**src/rtl/ivl_uvm_ovl_zero_one_hot_stim.sv**
```systemverilog
// Stimulus driver and scoreboard for an ovl_zero_one_hot checker: drives zero/one-hot
// and two-hot vectors, predicts the checker's fire bit and counts disagreements.
module ivl_uvm_ovl_zero_one_hot_stim #(
  parameter int unsigned WIDTH         = 4,
  parameter int unsigned NUM_VECTORS   = 16,
  parameter int unsigned ILLEGAL_EVERY = 4,
  parameter int unsigned FIRE_LATENCY  = 1,
  parameter logic [15:0] SEED          = 16'hACE1
) (
  input  logic             clock_i,
  input  logic             reset_i,
  input  logic             start_i,
  input  logic             fire_i,
  output logic             enable_o,
  output logic [WIDTH-1:0] test_expr_o,
  output logic             busy_o,
  output logic             done_o,
  output logic             pass_o,
  output logic [15:0]      vec_count_o,
  output logic [15:0]      fire_count_o,
  output logic [15:0]      mismatch_count_o
);

  localparam logic [15:0] SEED_EFF = (SEED == 16'h0000) ? 16'hACE1 : SEED;
  localparam logic [15:0] TAPS     = 16'hB400;
  localparam logic [15:0] CNT_MAX  = 16'hFFFF;
  localparam int unsigned ILL_DIV  = (ILLEGAL_EVERY == 0) ? 1 : ILLEGAL_EVERY;

  typedef enum logic [1:0] {IDLE, DRIVE, DRAIN, DONE} state_e;

  state_e                  state_q, state_d;
  logic [15:0]             lfsr_q, lfsr_d;
  logic [WIDTH-1:0]        test_expr_q, test_expr_d;
  logic                    ill_q, ill_d;
  logic                    enable_q, enable_d;
  logic                    busy_q, busy_d;
  logic                    done_q, done_d;
  logic                    pass_q, pass_d;
  logic [15:0]             vec_q, vec_d;
  logic [15:0]             fire_cnt_q, fire_cnt_d;
  logic [15:0]             mism_q, mism_d;
  logic [FIRE_LATENCY-1:0] pexp_q, pexp_d;
  logic [FIRE_LATENCY-1:0] pvld_q, pvld_d;
  logic [1:0]              drain_q, drain_d;

  logic [15:0]      idx_c;
  logic [4:0]       p_c, p1_c;
  logic             illegal_c;
  logic [WIDTH-1:0] vec_c;
  logic [15:0]      lfsr_next_c;
  logic             load_c;

  // Candidate vector for the next index, derived from the current LFSR state
  always_comb begin
    idx_c       = (state_q == DRIVE) ? vec_q + 16'd1 : 16'd1;
    p_c         = 5'(32'(lfsr_q[4:0]) % WIDTH);
    p1_c        = 5'((32'(p_c) + 32'd1) % WIDTH);
    illegal_c   = (ILLEGAL_EVERY != 0) && ((32'(idx_c) % ILL_DIV) == 32'd0);
    lfsr_next_c = lfsr_q[0] ? ((lfsr_q >> 1) ^ TAPS) : (lfsr_q >> 1);
    if (illegal_c) begin
      vec_c = (WIDTH'(1) << p_c) | (WIDTH'(1) << p1_c);
    end else if (lfsr_q[15]) begin
      vec_c = '0;
    end else begin
      vec_c = WIDTH'(1) << p_c;
    end
  end

  // Next-state, scoreboard and registered-output logic
  always_comb begin
    state_d     = state_q;
    lfsr_d      = lfsr_q;
    test_expr_d = '0;
    ill_d       = 1'b0;
    done_d      = done_q;
    pass_d      = pass_q;
    vec_d       = vec_q;
    fire_cnt_d  = fire_cnt_q;
    mism_d      = mism_q;
    pexp_d      = pexp_q;
    pvld_d      = pvld_q;
    drain_d     = drain_q;
    load_c      = 1'b0;

    if (state_q == DRIVE || state_q == DRAIN) begin
      if (fire_i && fire_cnt_q != CNT_MAX) fire_cnt_d = fire_cnt_q + 16'd1;
      if (pvld_q[FIRE_LATENCY-1] && (fire_i != pexp_q[FIRE_LATENCY-1]) && mism_q != CNT_MAX)
        mism_d = mism_q + 16'd1;
      for (int i = 1; i < FIRE_LATENCY; i++) begin
        pexp_d[i] = pexp_q[i-1];
        pvld_d[i] = pvld_q[i-1];
      end
      pexp_d[0] = ill_q;
      pvld_d[0] = (state_q == DRIVE);
    end

    case (state_q)
      IDLE, DONE: begin
        if (start_i) begin
          state_d    = DRIVE;
          done_d     = 1'b0;
          pass_d     = 1'b0;
          vec_d      = 16'd1;
          fire_cnt_d = '0;
          mism_d     = '0;
          pexp_d     = '0;
          pvld_d     = '0;
          load_c     = 1'b1;
        end
      end
      DRIVE: begin
        if (vec_q == 16'(NUM_VECTORS)) begin
          state_d = DRAIN;
          drain_d = '0;
        end else begin
          vec_d  = vec_q + 16'd1;
          load_c = 1'b1;
        end
      end
      DRAIN: begin
        if (drain_q == 2'(FIRE_LATENCY - 1)) begin
          state_d = DONE;
          done_d  = 1'b1;
          pass_d  = (mism_d == 16'd0);
        end else begin
          drain_d = drain_q + 2'd1;
        end
      end
      default: state_d = IDLE;
    endcase

    if (load_c) begin
      test_expr_d = vec_c;
      ill_d       = illegal_c;
      lfsr_d      = lfsr_next_c;
    end
    enable_d = (state_d == DRIVE) || (state_d == DRAIN);
    busy_d   = enable_d;
  end

  always_ff @(posedge clock_i) begin
    if (!reset_i) begin
      state_q     <= IDLE;
      lfsr_q      <= SEED_EFF;
      test_expr_q <= '0;
      ill_q       <= 1'b0;
      enable_q    <= 1'b0;
      busy_q      <= 1'b0;
      done_q      <= 1'b0;
      pass_q      <= 1'b0;
      vec_q       <= '0;
      fire_cnt_q  <= '0;
      mism_q      <= '0;
      pexp_q      <= '0;
      pvld_q      <= '0;
      drain_q     <= '0;
    end else begin
      state_q     <= state_d;
      lfsr_q      <= lfsr_d;
      test_expr_q <= test_expr_d;
      ill_q       <= ill_d;
      enable_q    <= enable_d;
      busy_q      <= busy_d;
      done_q      <= done_d;
      pass_q      <= pass_d;
      vec_q       <= vec_d;
      fire_cnt_q  <= fire_cnt_d;
      mism_q      <= mism_d;
      pexp_q      <= pexp_d;
      pvld_q      <= pvld_d;
      drain_q     <= drain_d;
    end
  end

  assign enable_o         = enable_q;
  assign test_expr_o      = test_expr_q;
  assign busy_o           = busy_q;
  assign done_o           = done_q;
  assign pass_o           = pass_q;
  assign vec_count_o      = vec_q;
  assign fire_count_o     = fire_cnt_q;
  assign mismatch_count_o = mism_q;

endmodule

```
**config.mk**
```make
export PLATFORM = sky130hd
export DESIGN_NAME = ivl_uvm_ovl_zero_one_hot_stim
export DESIGN_NICKNAME = d
export VERILOG_FILES = /design/src/rtl/ivl_uvm_ovl_zero_one_hot_stim.sv
export SDC_FILE = /design/constraint.sdc
export NUM_CORES = 1
export LEC_CHECK = 0
export CAP_MARGIN = 5
export CELL_PAD_IN_SITES_DETAIL_PLACEMENT = 1
export CELL_PAD_IN_SITES_GLOBAL_PLACEMENT = 1
export CORE_MARGIN = 4
export CORE_UTILIZATION = 41
export CTS_CLUSTER_DIAMETER = 150
export DETAILED_ROUTE_END_ITERATION = 8
export GPL_ROUTABILITY_DRIVEN = 0
export PLACE_DENSITY_LB_ADDON = 0.1
export RECOVER_POWER = 100
export SLEW_MARGIN = 20
export SYNTH_ARGS = -nofsm -noshare
export SYNTH_HDL_FRONTEND = slang
export SYNTH_SLANG_ARGS = --single-unit
```
**constraint.sdc**
```tcl
create_clock -name clock_i -period 2.5 [get_ports clock_i]
set_clock_uncertainty 0.15 [all_clocks]
set_input_delay 0.25 -clock clock_i [delete_from_list [all_inputs] [get_ports clock_i]]
set_output_delay 0.25 -clock clock_i [all_outputs]
set_load 0.01 [all_outputs]
```
==> flow_metrics.py <==
metrics = {
    "power_and_ir_drop": {
        "p_int_mw": 1.959,
        "ir_drop_mv": 0.2518,
        "p_switching_uw": 710.2,
        "seqPwrFrac_pct": 49.4,
        "p_comb_share_pct": 10.4,
        "p_leak_nw": 1.934,
        "switching_share_pct": 26.61,
        "pwr-share-clk_pct": 40.2,
        "p_per_area_nw_per_um2": 532.6,
    },
    "route": {
        "dr.pass1.iters": 4,
        "routed_wl_um": 10540,
        "drc": 0,
        "num_vias": 3653,
        "drtIter0Drc": 98,
        "wl_per_cell_um": 15.53,
        "routed_via_density": 5.380,
        "drtAntennaViolNets": 0,
    },
    "logic_synthesis": {
        "ys_seq_area_share_pct": 38.67,
        "synth_cells": 482,
        "synth_most_common_cell": "dfxtp_1",
        "synth_cell_types": 60,
        "synth_fp_nets": 499,
        "synth_top_cell_by_area": "dfxtp_1",
        "synth-simple-area-share_pct": 30.28,
        "synthAdderAreaFrac_pct": 4.029,
        "synthFlopType": "dfxtp_1",
        "synth_edf_count": 0,
        "synth_top_family_by_area": "simple AND/OR/NAND/NOR gates",
        "ys_warn_count": 0,
        "synth_area_um2": 4038,
        "synth_compound_area_share_pct": 11.78,
        "muxShareOfSynthArea_pct": 1.766,
        "synth_area_leaders": "dfxtp_1 (39%), nand2_1 (5.9%), nor2_1 (5.3%), xnor2_1 (5.0%), ha_1 (4.0%)",
        "synth-seq-cells": 78,
        "post-synth-top-area-fraction_pct": 38.67,
        "ys_top_cells_by_count": "dfxtp_1 (78), nand2_1 (63), nor2_1 (57)",
        "synthXorXnorAreaFrac_pct": 8.863,
        "syn_area_per_cell_um2": 8.377,
        "synth-async-reset-ratio_pct": 0,
    },
    "floorplan": {
        "core_area_um2": 9415,
        "io_pins": 60,
        "num_rows": 35,
        "dieArea_um2": 11500,
        "die_w_um": 107.2,
        "die_h_um": 107.2,
        "initial_utilization_pct": 42.88,
    },
    "timing": {
        "period_needed_ns": 2.405,
        "min_period_over_period_pct": 96.22,
        "max_freq_mhz": 415.7,
        "drv_slew": 0,
        "finalHoldViolCount": 0,
        "maxSlewHeadroom_pct": 63.79,
        "tightestPinTransition_ns": 0.5381,
        "setup-violations-final": 0,
        "holdWs_ns": 0.3148,
    },
    "min_path": {
        "hold_path_class": "register to register",
        "min_path_cells": 2,
        "worstHoldStart": "lfsr_q[4]",
    },
    "clock_network": {
        "clkTransAtPathRegs_ns": 0.09,
        "cts_hold_buf": 0,
        "cts_sinks": 78,
        "cts_buffers": 9,
        "cts_htree_levels": 3,
        "clkLatencyLatePin_ns": 0.35,
        "cts-root-buf": "clkbuf_8",
        "cts_tree": "built",
        "clockBufferDepth": 2,
    },
    "worst_setup_path": {
        "slowest_delay_ns": 0.42,
        "path_cells": "inv_1, ha_1, nand2b_4, nand2b_1, nor4_2, mux2i_1, nand4_1, o31ai_2",
        "crit_family": "simple AND/OR/NAND/NOR gates",
        "crit_start": "state_q[0]",
        "end_kind": "register",
        "worstPathRequired_ns": 2.62,
        "r2r_cells": 8,
        "r2r-start": "state_q[0]",
        "crit_arrival_ns": 2.53,
        "crit_type": "register to register",
        "critPathMaxFanout": 7,
        "crit_buf_inv": 1,
        "critical_path.startpoint_type": "register",
        "cp_slowest_cell": "dfxtp_1",
        "cp.depth": 8,
    },
    "layout": {
        "layout.nets": 562,
        "area_growth_pct": 24.11,
        "stdcell_count": 679,
        "fillers": 1150,
        "drive_above_1_share_pct": 9.818,
        "num_antenna_cells": 0,
    },
    "global_routing": {
        "grt_pass1_vias": 3767,
        "grt_max_degree": 24,
        "grt-ovfl-total": 0,
        "antenna_found_initial": 0,
        "grt_usage_pct": 19.27,
        "grt_pass1_wl_um": 18170,
    },
    "placed_design": {
        "dp.cells": 663,
        "post-dp-hpwl_um": 7636,
        "port_buffers": 59,
    },
    "status": {
        "outcome": "complete, no violations",
    },
    "run": {
        "max_cap_violations": 0,
    },
}
[sequential cells by signal (all words and copies together), names as in the netlist]
signal / count
test_expr_o: 4
fire_count_o: 16
busy_o: 1
pvld_q: 1
ill_q: 1
lfsr_q: 16
mismatch_count_o: 16
pexp_q: 1
drain_q: 2
done_o: 1
state_q: 2
vec_count_o: 16
pass_o: 1
[metal layers]
layer  share of wire [%]  vias to the layer above  global-route usage [%]
met2                  50                       53                   33.82
met5                   0                        -                       0
met1                  46                     1781                   24.03
met4                 1.2                        0                   5.388
li1                    -                     1806                       -
met3                 3.2                       13                   3.552
[power groups by stage]
stage / Sequential [mW] / Combinational [mW] / Clock (mW)
2_1_floorplan: 1.34 / 0.196 / 0
3_3_place_gp: 1.35 / 0.278 / 0
3_5_place_dp: 1.35 / 0.289 / 0
4_1_cts: 1.32 / 0.292 / 1.10
5_1_grt: 1.33 / 0.316 / 1.15
6_report: 1.32 / 0.278 / 1.07
[worst paths after layout]
path	end	slack, ns
max reg2reg	pass_o	0.09
max	pass_o	0.09
min reg2reg	lfsr_q[4]	0.31
min	lfsr_q[4]	0.31
[through the flow]
step	area (um2)	power [mW]	worst slack, ns	TNS [ns]	util, %
2_1_floorplan	4038	1.540	0.2558	0	-
3_3_place_gp	4796	1.624	0.2350	0	50.94
3_5_place_dp	4796	1.636	0.09100	0	50.94
4_1_cts	5017	2.712	0.06826	0	53.29
6_report	5011	2.669	0.09452	0	53.22
5_1_grt	5011	2.796	-0.02299	-0.02299	53.22
[cells by family (layout without fill, tap and decap cells)]
kind of cell / after synthesis / after routing
xor+xnor: 40 / 40
flops: 78 / 78
simple gates: 233 / 233
compound gates: 72 / 72
fa+ha+maj: 13 / 13
buf+inv: 39 / 107
mux: 7 / 7
[placed cells by master (no fill, tap or decap), types with 7 or more instances in the layout]
master and n:
xnor2_1 23, nand3_1 20, buf_4 14, dlygate4sd3_1 56, nand2_1 63, or3_1 7
dfxtp_1 78, nor3_1 22, o211ai_1 7, xor2_1 16, o21ai_0 14, a21oi_1 24
inv_1 16, ha_1 13, nand2b_1 7, nor2_1 57, clkbuf_8 9, nand4_1 12
[what timing repair did]
item,in CTS,in global routing
resized for setup,0,4
setup endpoints to repair,0,11
setup buffers,0,0
[worst reg2reg max path, stage by stage, from the launching register on]
cell	delay, ns
dfxtp_1	0.42
inv_1	0.07
ha_1	0.38
nand2b_4	0.18
nand2b_1	0.25
nor4_2	0.34
mux2i_1	0.23
nand4_1	0.13
o31ai_2	0.19
[final cells by class]
class / instances / area [um2] / share of cell area [%]
tap: 129 / 161.4 / 3.221
clock inverter: 7 / 97.59 / 1.948
sequential: 78 / 1562 / 31.16
multi-input combinational: 365 / 2301 / 45.92
clock buffer: 9 / 123.9 / 2.472
inverter: 16 / 60.06 / 1.199
timing repair buffer: 75 / 705.7 / 14.08
Note: power is estimated with default switching activity, not from simulation.
